### src/rtl/bldc_hall_decoder_pkg.sv
// Shared types and helpers for decoding BLDC Hall sensors into commutation sectors.
package bldc_hall_decoder_pkg;

    typedef enum logic [1:0] {
        DIR_NONE = 2'd0,
        DIR_CW   = 2'd1,
        DIR_CCW  = 2'd2
    } rotation_direction_t;

    typedef logic [2:0] hall_states_t;

    localparam int unsigned SECTOR_COUNT = 6;

    function automatic logic hall_code_valid(hall_states_t code);
        return (code != 3'b000) && (code != 3'b111);
    endfunction

    function automatic logic [2:0] hall_to_sector(hall_states_t code);
        logic [2:0] result;
        case (code)
            3'b101:  result = 3'd0;
            3'b100:  result = 3'd1;
            3'b110:  result = 3'd2;
            3'b010:  result = 3'd3;
            3'b011:  result = 3'd4;
            3'b001:  result = 3'd5;
            default: result = 3'd0;
        endcase
        return result;
    endfunction

    // (new - old) mod SECTOR_COUNT; 1 means one step CW, 5 one step CCW
    function automatic logic [2:0] sector_delta(logic [2:0] old_sector, logic [2:0] new_sector);
        logic [3:0] diff;
        diff = {1'b0, new_sector} + 4'(SECTOR_COUNT) - {1'b0, old_sector};
        if (diff >= 4'(SECTOR_COUNT)) begin
            diff = diff - 4'(SECTOR_COUNT);
        end
        return diff[2:0];
    endfunction

endpackage

### src/rtl/bldc_hall_decoder_if.sv
// Hall input pins and decoded rotor state outputs of bldc_hall_decoder.
interface bldc_hall_decoder_if #(
    parameter int unsigned PERIOD_WIDTH = 24
);
    import bldc_hall_decoder_pkg::*;

    logic [2:0]              hall_in;
    logic                    error_clear;
    hall_states_t            hall_values;
    logic [2:0]              sector;
    logic                    sector_valid;
    rotation_direction_t     dir;
    logic                    step;
    logic [PERIOD_WIDTH-1:0] period;
    logic                    period_valid;
    logic                    stalled;
    logic                    error;

    modport master (
        output hall_in, error_clear,
        input  hall_values, sector, sector_valid, dir, step,
               period, period_valid, stalled, error
    );

    modport slave (
        input  hall_in, error_clear,
        output hall_values, sector, sector_valid, dir, step,
               period, period_valid, stalled, error
    );

endinterface

### src/rtl/bldc_hall_debouncer.sv
// Two-flop synchroniser and stability counter; strobes accept with a newly settled Hall code.
module bldc_hall_debouncer
    import bldc_hall_decoder_pkg::*;
#(
    parameter int unsigned DEBOUNCE_CYCLES = 16
) (
    input  logic         clk,
    input  logic         rst,
    input  logic [2:0]   hall_in,
    output hall_states_t code,
    output logic         accept
);

    localparam int unsigned CNT_WIDTH = $clog2(DEBOUNCE_CYCLES + 1);

    logic [2:0]           sync1;
    logic [2:0]           sync2;
    logic [2:0]           cand;
    logic [2:0]           cand_next;
    logic [CNT_WIDTH-1:0] cnt;
    logic [CNT_WIDTH-1:0] cnt_next;
    logic                 accept_next;

    // cnt is the number of consecutive cycles the synchronised value has matched cand
    always_comb begin
        cand_next = cand;
        cnt_next  = cnt;
        if (sync2 != cand) begin
            cand_next = sync2;
            cnt_next  = CNT_WIDTH'(1);
        end else if (cnt < CNT_WIDTH'(DEBOUNCE_CYCLES)) begin
            cnt_next = cnt + 1'b1;
        end
        accept_next = (cnt_next == CNT_WIDTH'(DEBOUNCE_CYCLES)) && (cand_next != code);
    end

    always_ff @(posedge clk) begin
        if (rst) begin
            sync1  <= '0;
            sync2  <= '0;
            cand   <= '0;
            cnt    <= '0;
            code   <= '0;
            accept <= 1'b0;
        end else begin
            sync1  <= hall_in;
            sync2  <= sync1;
            cand   <= cand_next;
            cnt    <= cnt_next;
            accept <= accept_next;
            if (accept_next) begin
                code <= cand_next;
            end
        end
    end

endmodule

### src/rtl/bldc_hall_decoder.sv
// Hall decoder top: sector tracking, direction, step-period measurement, stall timeout, sticky error.
module bldc_hall_decoder
    import bldc_hall_decoder_pkg::*;
#(
    parameter int unsigned DEBOUNCE_CYCLES = 16,
    parameter int unsigned PERIOD_WIDTH    = 24,
    parameter int unsigned TIMEOUT_CYCLES  = 1000000
) (
    input logic                clk,
    input logic                rst,
    bldc_hall_decoder_if.slave bus
);

    hall_states_t            code;
    logic                    accept;

    hall_states_t            hall_values_reg;
    logic [2:0]              sector_reg;
    logic                    sector_valid_reg;
    rotation_direction_t     dir_reg;
    rotation_direction_t     last_dir;
    logic                    step_reg;
    logic [PERIOD_WIDTH-1:0] period_reg;
    logic                    period_valid_reg;
    logic                    stalled_reg;
    logic                    error_reg;
    logic [PERIOD_WIDTH-1:0] cnt;

    logic                    new_valid;
    logic [2:0]              new_sector;
    logic [2:0]              delta;
    logic                    step_now;
    rotation_direction_t     step_dir;
    logic                    fault;
    logic                    timed_out;

    bldc_hall_debouncer #(
        .DEBOUNCE_CYCLES(DEBOUNCE_CYCLES)
    ) u_debouncer (
        .clk    (clk),
        .rst    (rst),
        .hall_in(bus.hall_in),
        .code   (code),
        .accept (accept)
    );

    always_comb begin
        new_valid  = hall_code_valid(code);
        new_sector = hall_to_sector(code);
        delta      = sector_delta(sector_reg, new_sector);
        step_now   = 1'b0;
        step_dir   = DIR_NONE;
        fault      = 1'b0;
        if (accept) begin
            if (!new_valid) begin
                fault = 1'b1;
            end else if (sector_valid_reg) begin
                if (delta == 3'd1) begin
                    step_now = 1'b1;
                    step_dir = DIR_CW;
                end else if (delta == 3'd5) begin
                    step_now = 1'b1;
                    step_dir = DIR_CCW;
                end else begin
                    fault = 1'b1;
                end
            end
        end
        timed_out = (cnt >= PERIOD_WIDTH'(TIMEOUT_CYCLES));
    end

    always_ff @(posedge clk) begin
        if (rst) begin
            hall_values_reg  <= '0;
            sector_reg       <= '0;
            sector_valid_reg <= 1'b0;
            dir_reg          <= DIR_NONE;
            last_dir         <= DIR_NONE;
            step_reg         <= 1'b0;
            period_reg       <= '0;
            period_valid_reg <= 1'b0;
            stalled_reg      <= 1'b1;
            error_reg        <= 1'b0;
            cnt              <= '0;
        end else begin
            step_reg <= step_now;
            if (accept) begin
                hall_values_reg  <= code;
                sector_valid_reg <= new_valid;
                if (new_valid) begin
                    sector_reg <= new_sector;
                end
            end

            // Restarting at 1 makes cnt equal the step-to-step distance on the next step edge
            if (step_now) begin
                cnt <= PERIOD_WIDTH'(1);
            end else if (cnt != '1) begin
                cnt <= cnt + 1'b1;
            end

            // last_dir == DIR_NONE marks "no usable previous step" after reset, fault or stall
            if (step_now) begin
                dir_reg     <= step_dir;
                last_dir    <= step_dir;
                stalled_reg <= 1'b0;
                if (last_dir == step_dir) begin
                    period_reg       <= cnt;
                    period_valid_reg <= 1'b1;
                end else begin
                    period_valid_reg <= 1'b0;
                end
            end else if (fault) begin
                dir_reg          <= DIR_NONE;
                last_dir         <= DIR_NONE;
                period_valid_reg <= 1'b0;
            end else if (timed_out) begin
                stalled_reg      <= 1'b1;
                dir_reg          <= DIR_NONE;
                last_dir         <= DIR_NONE;
                period_valid_reg <= 1'b0;
            end

            if (fault) begin
                error_reg <= 1'b1;
            end else if (bus.error_clear) begin
                error_reg <= 1'b0;
            end
        end
    end

    assign bus.hall_values  = hall_values_reg;
    assign bus.sector       = sector_reg;
    assign bus.sector_valid = sector_valid_reg;
    assign bus.dir          = dir_reg;
    assign bus.step         = step_reg;
    assign bus.period       = period_reg;
    assign bus.period_valid = period_valid_reg;
    assign bus.stalled      = stalled_reg;
    assign bus.error        = error_reg;

endmodule
### src/flat_wrapper.sv
// flat-port wrapper written by rule: the top's interface ports become plain ports
module bldc_hall_decoder_flat import bldc_hall_decoder_pkg::*;
#(
    parameter int unsigned DEBOUNCE_CYCLES = 16,
    parameter int unsigned PERIOD_WIDTH    = 24,
    parameter int unsigned TIMEOUT_CYCLES  = 1000000
)
  (clk, rst, bus_hall_in, bus_error_clear, bus_hall_values, bus_sector, bus_sector_valid, bus_dir, bus_step, bus_period, bus_period_valid, bus_stalled, bus_error);
  bldc_hall_decoder_if #(.PERIOD_WIDTH(PERIOD_WIDTH)) bus_i ();
  input logic clk;
  input logic rst;
  input wire logic [$bits(bus_i.hall_in)-1:0] bus_hall_in;
  input wire logic [$bits(bus_i.error_clear)-1:0] bus_error_clear;
  output wire logic [$bits(bus_i.hall_values)-1:0] bus_hall_values;
  output wire logic [$bits(bus_i.sector)-1:0] bus_sector;
  output wire logic [$bits(bus_i.sector_valid)-1:0] bus_sector_valid;
  output wire logic [$bits(bus_i.dir)-1:0] bus_dir;
  output wire logic [$bits(bus_i.step)-1:0] bus_step;
  output wire logic [$bits(bus_i.period)-1:0] bus_period;
  output wire logic [$bits(bus_i.period_valid)-1:0] bus_period_valid;
  output wire logic [$bits(bus_i.stalled)-1:0] bus_stalled;
  output wire logic [$bits(bus_i.error)-1:0] bus_error;
  assign bus_i.hall_in = bus_hall_in;
  assign bus_i.error_clear = bus_error_clear;
  assign bus_hall_values = bus_i.hall_values;
  assign bus_sector = bus_i.sector;
  assign bus_sector_valid = bus_i.sector_valid;
  assign bus_dir = bus_i.dir;
  assign bus_step = bus_i.step;
  assign bus_period = bus_i.period;
  assign bus_period_valid = bus_i.period_valid;
  assign bus_stalled = bus_i.stalled;
  assign bus_error = bus_i.error;
  bldc_hall_decoder #(.DEBOUNCE_CYCLES(DEBOUNCE_CYCLES), .PERIOD_WIDTH(PERIOD_WIDTH), .TIMEOUT_CYCLES(TIMEOUT_CYCLES)) u_core (.clk(clk), .rst(rst), .bus(bus_i));
endmodule
### config.mk
export PLATFORM = sky130hd
export DESIGN_NAME = bldc_hall_decoder_flat
export DESIGN_NICKNAME = d
export VERILOG_FILES = /design/src/rtl/bldc_hall_decoder_pkg.sv /design/src/rtl/bldc_hall_decoder_if.sv /design/src/rtl/bldc_hall_debouncer.sv /design/src/rtl/bldc_hall_decoder.sv /design/src/flat_wrapper.sv
export SDC_FILE = /design/constraint.sdc
export NUM_CORES = 1
export LEC_CHECK = 0
export ABC_CLOCK_PERIOD_IN_PS = 3200
export BUFFER_PORTS_ARGS = -buffer_cell sky130_fd_sc_hd__buf_2
export CAP_MARGIN = 10
export CORE_UTILIZATION = 52
export DETAILED_ROUTE_END_ITERATION = 10
export HOLD_SLACK_MARGIN = 0.02
export PLACE_DENSITY_LB_ADDON = 0.2
export SYNTH_ARGS = -nofsm -noshare
export SYNTH_HDL_FRONTEND = slang
export SYNTH_SLANG_ARGS = --single-unit
### constraint.sdc
create_clock -name clk -period 3.2 [get_ports clk]
set_input_delay 0.8 -clock clk [delete_from_list [all_inputs] [get_ports clk]]
set_output_delay 0.8 -clock clk [all_outputs]
set_load 0.01 [all_outputs]
==> run summary <==
status: finished, final reports clean
final hold violation count: 0
most common cell after layout, fill and taps aside: dfxtp_1
antenna viol nets, final: 0
P_sw: 0.4274 mW
global-route wire length before repair: 12.21 mm
area delta synth->final: 15.60%
Reg2Reg Launch Point: u_core.u_debouncer.code[2]
Worst Path Arrival: 3.34 ns
Slew Limit Fails: 0
Post-Route WL: 7.429 mm
RSZ-0062 raised after global routing: yes
vias in the first global route: 2587
worst-skew pair later-pin latency: 0.34 ns
CTS max path bufs: 2
Comb power frac: 6.1%
Synth Area per Inst: 9.051 µm²
Via-to-Cell Ratio: 5.644
Placed Instance Area: 3870 µm²
Reg clk slew, reported paths: 0.08 ns
CTS tree: done
synth top area cells: dfxtp_1, mux2i_1, nor2_1
clock network fraction of total power: 37.0%
largest net degree at the start of global routing: 31
Syn Inst Count: 398
vias post-DR: 2952
Mapped Area: 3602 µm²
Worst EP required: 3.41 ns
Core Box Area: 6531 µm²
#FFs+latches synth: 79
Reg power frac: 56.9%
Post-Syn Nets: 412
Internal Pwr Total: 1.346 mW
Final Critical Period: 3.128 ns
WL/cell: 14.20 µm
CP max FO: 12
CTS buffer count: 9
Final period util: 97.76%
I/O pin count: 43
sequential area share after synthesis: 43.90%
I/O Buffers: 42
Yosys top cell area share: 43.90%
GRT Overall Usage: 20.93%
fin util: 63.75%
Clock Root Buffer: clkbuf_8
critical path class: reg -> reg
gpl congestion: 0.8699
Initial Util: 55.15%
Setup crit end: u_core.bus.period[0]
initial antenna violation count: 0
power density cells: 425.9 nW/µm²
CTS Hold Buffers Added: 0
Synth area leader: dfxtp_1
Max Freq: 319.7 MHz
CP startpoint: u_core.u_debouncer.code[2]
ant diodes: 0
Worst Skew: 0.007309 ns
Yosys warning count: 0
Post-synth EDFFs: 0
HP Class: reg -> reg
CP Capture Type: flop
asr flop ratio synth: 0%
Net count, final: 455
drt first pass iters: 4
layout cells sized above 1: 19.96%
VDD IR max: 0.0002982 V
endpoints failing setup: 0
ys flop type: dfxtp_1
DRC: 0
Slew @ Worst Pin: 0.5532 ns
H-tree depth: 3
Worst setup SP type: flop
library cells used by synthesis: 51
Post-DP HPWL: 4.953 mm
row count: 29
CTS Sinks: 79
Leakage Power: 1.609 nW
cell area after layout: 4164 µm²
cell depth of the worst flop-to-flop path: 13
r2r endpoint: u_core.bus.period[0]
Die H: 85.23 µm
DR iter-0 viols: 185
overall die width: 85.23 µm
r2r setup slk: 0.07 ns
most frequent cells in the layout: dfxtp_1, nor2_1, buf_2, mux2i_1
Max-Cap Viols: 0
Sw Share: 24.10%
Die ar.: 7264 µm²
relative slew slack: 63.12%
Overflow after GRT: 0
==> cells in the mapped netlist, types with 6 or more instances <==
cell,number
a21oi_1,14
and3_1,6
buf_2,6
clkbuf_1,9
dfxtp_1,79
ha_1,7
inv_1,15
mux2i_1,32
nand2_1,15
nand3_1,12
nand4_1,15
nor2_1,69
nor2b_1,10
o21ai_0,13
or3_1,6
xnor2_1,8
xor2_1,15
==> cells by family after synthesis <==
family | share of synthesized area [%]
flops | 43.90
fa+ha+maj | 2.987
xor+xnor | 6.044
buf+inv | 5.001
compound gates | 9.969
simple gates | 23.20
mux | 8.892
==> critical path: stages, from the launching register on <==
cell       delay [ns]
dfxtp_4          0.37
xor2_2           0.19
o21ai_2          0.16
ha_2             0.20
inv_2            0.04
ha_4             0.15
fa_2             0.56
or2b_1           0.18
o2111ai_2        0.17
a2111oi_4        0.38
buf_6            0.18
clkbuf_16        0.18
mux2i_1          0.19
nor2_1           0.05
==> area by class of cell <==
cell class | instances | area, µm²
clock buffers | 12 | 145.1
clock inverters | 4 | 31.28
fillers | 566 | 2367
inverters | 15 | 56.30
multi-input cells | 283 | 1901
flip-flops and latches | 79 | 1590
well taps | 77 | 96.34
repair buffers | 53 | 344.1
==> through the flow <==
stage          power [mW]  setup TNS [ns]  instances  setup WS [ns]  hold slack, ns
2_1_floorplan       1.105         -0.5689        398       -0.03318          0.4138
3_3_place_gp        1.123               0        503         0.1990          0.4182
3_5_place_dp        1.127               0        503        0.06683          0.4320
4_1_cts             1.783               0        519       0.007668          0.4504
5_1_grt             1.852          -1.536        523       -0.08075          0.4658
6_report            1.773               0        523        0.07178          0.4459
==> power groups by stage <==
stage / Sequential, mW / Combinational (mW) / Clock, mW
after CTS: 1.01 / 0.0942 / 0.678
after global placement: 1.03 / 0.0903 / 0
after detailed placement: 1.03 / 0.0934 / 0
after floorplan: 1.03 / 0.0745 / 0
after global routing: 1.01 / 0.122 / 0.719
final: 1.01 / 0.107 / 0.656
==> how the worst min path moves through the flow <==
stage                                start  slack (ns)                     endpoint  depth (start not counted)
6_report       u_core.u_debouncer.sync1[1]        0.45  u_core.u_debouncer.sync2[1]                          1
5_1_grt        u_core.u_debouncer.sync1[1]        0.47  u_core.u_debouncer.sync2[1]                          1
4_1_cts        u_core.u_debouncer.sync1[0]        0.45  u_core.u_debouncer.sync2[0]                          1
3_5_place_dp   u_core.u_debouncer.sync1[2]        0.43  u_core.u_debouncer.sync2[2]                          1
3_3_place_gp   u_core.u_debouncer.sync1[1]        0.42  u_core.u_debouncer.sync2[1]                          1
2_1_floorplan  u_core.u_debouncer.sync1[0]        0.41  u_core.u_debouncer.sync2[0]                          1
==> per-layer routing <==
layer	vias up	track usage, %	part of all wire, %
li1	1477	-	-
met1	1404	29.92	49
met2	62	31.52	45
met3	9	3.502	3.9
met4	0	8.320	1.2
met5	-	0	0
==> repair_timing <==
| item | in CTS | in global routing |
|---|---|---|
| setup endpoints to repair | 0 | 34 |
| gates resized for setup | 0 | 13 |
| buffers inserted | 0 | 2 |
(Power assumes the default switching activity.)
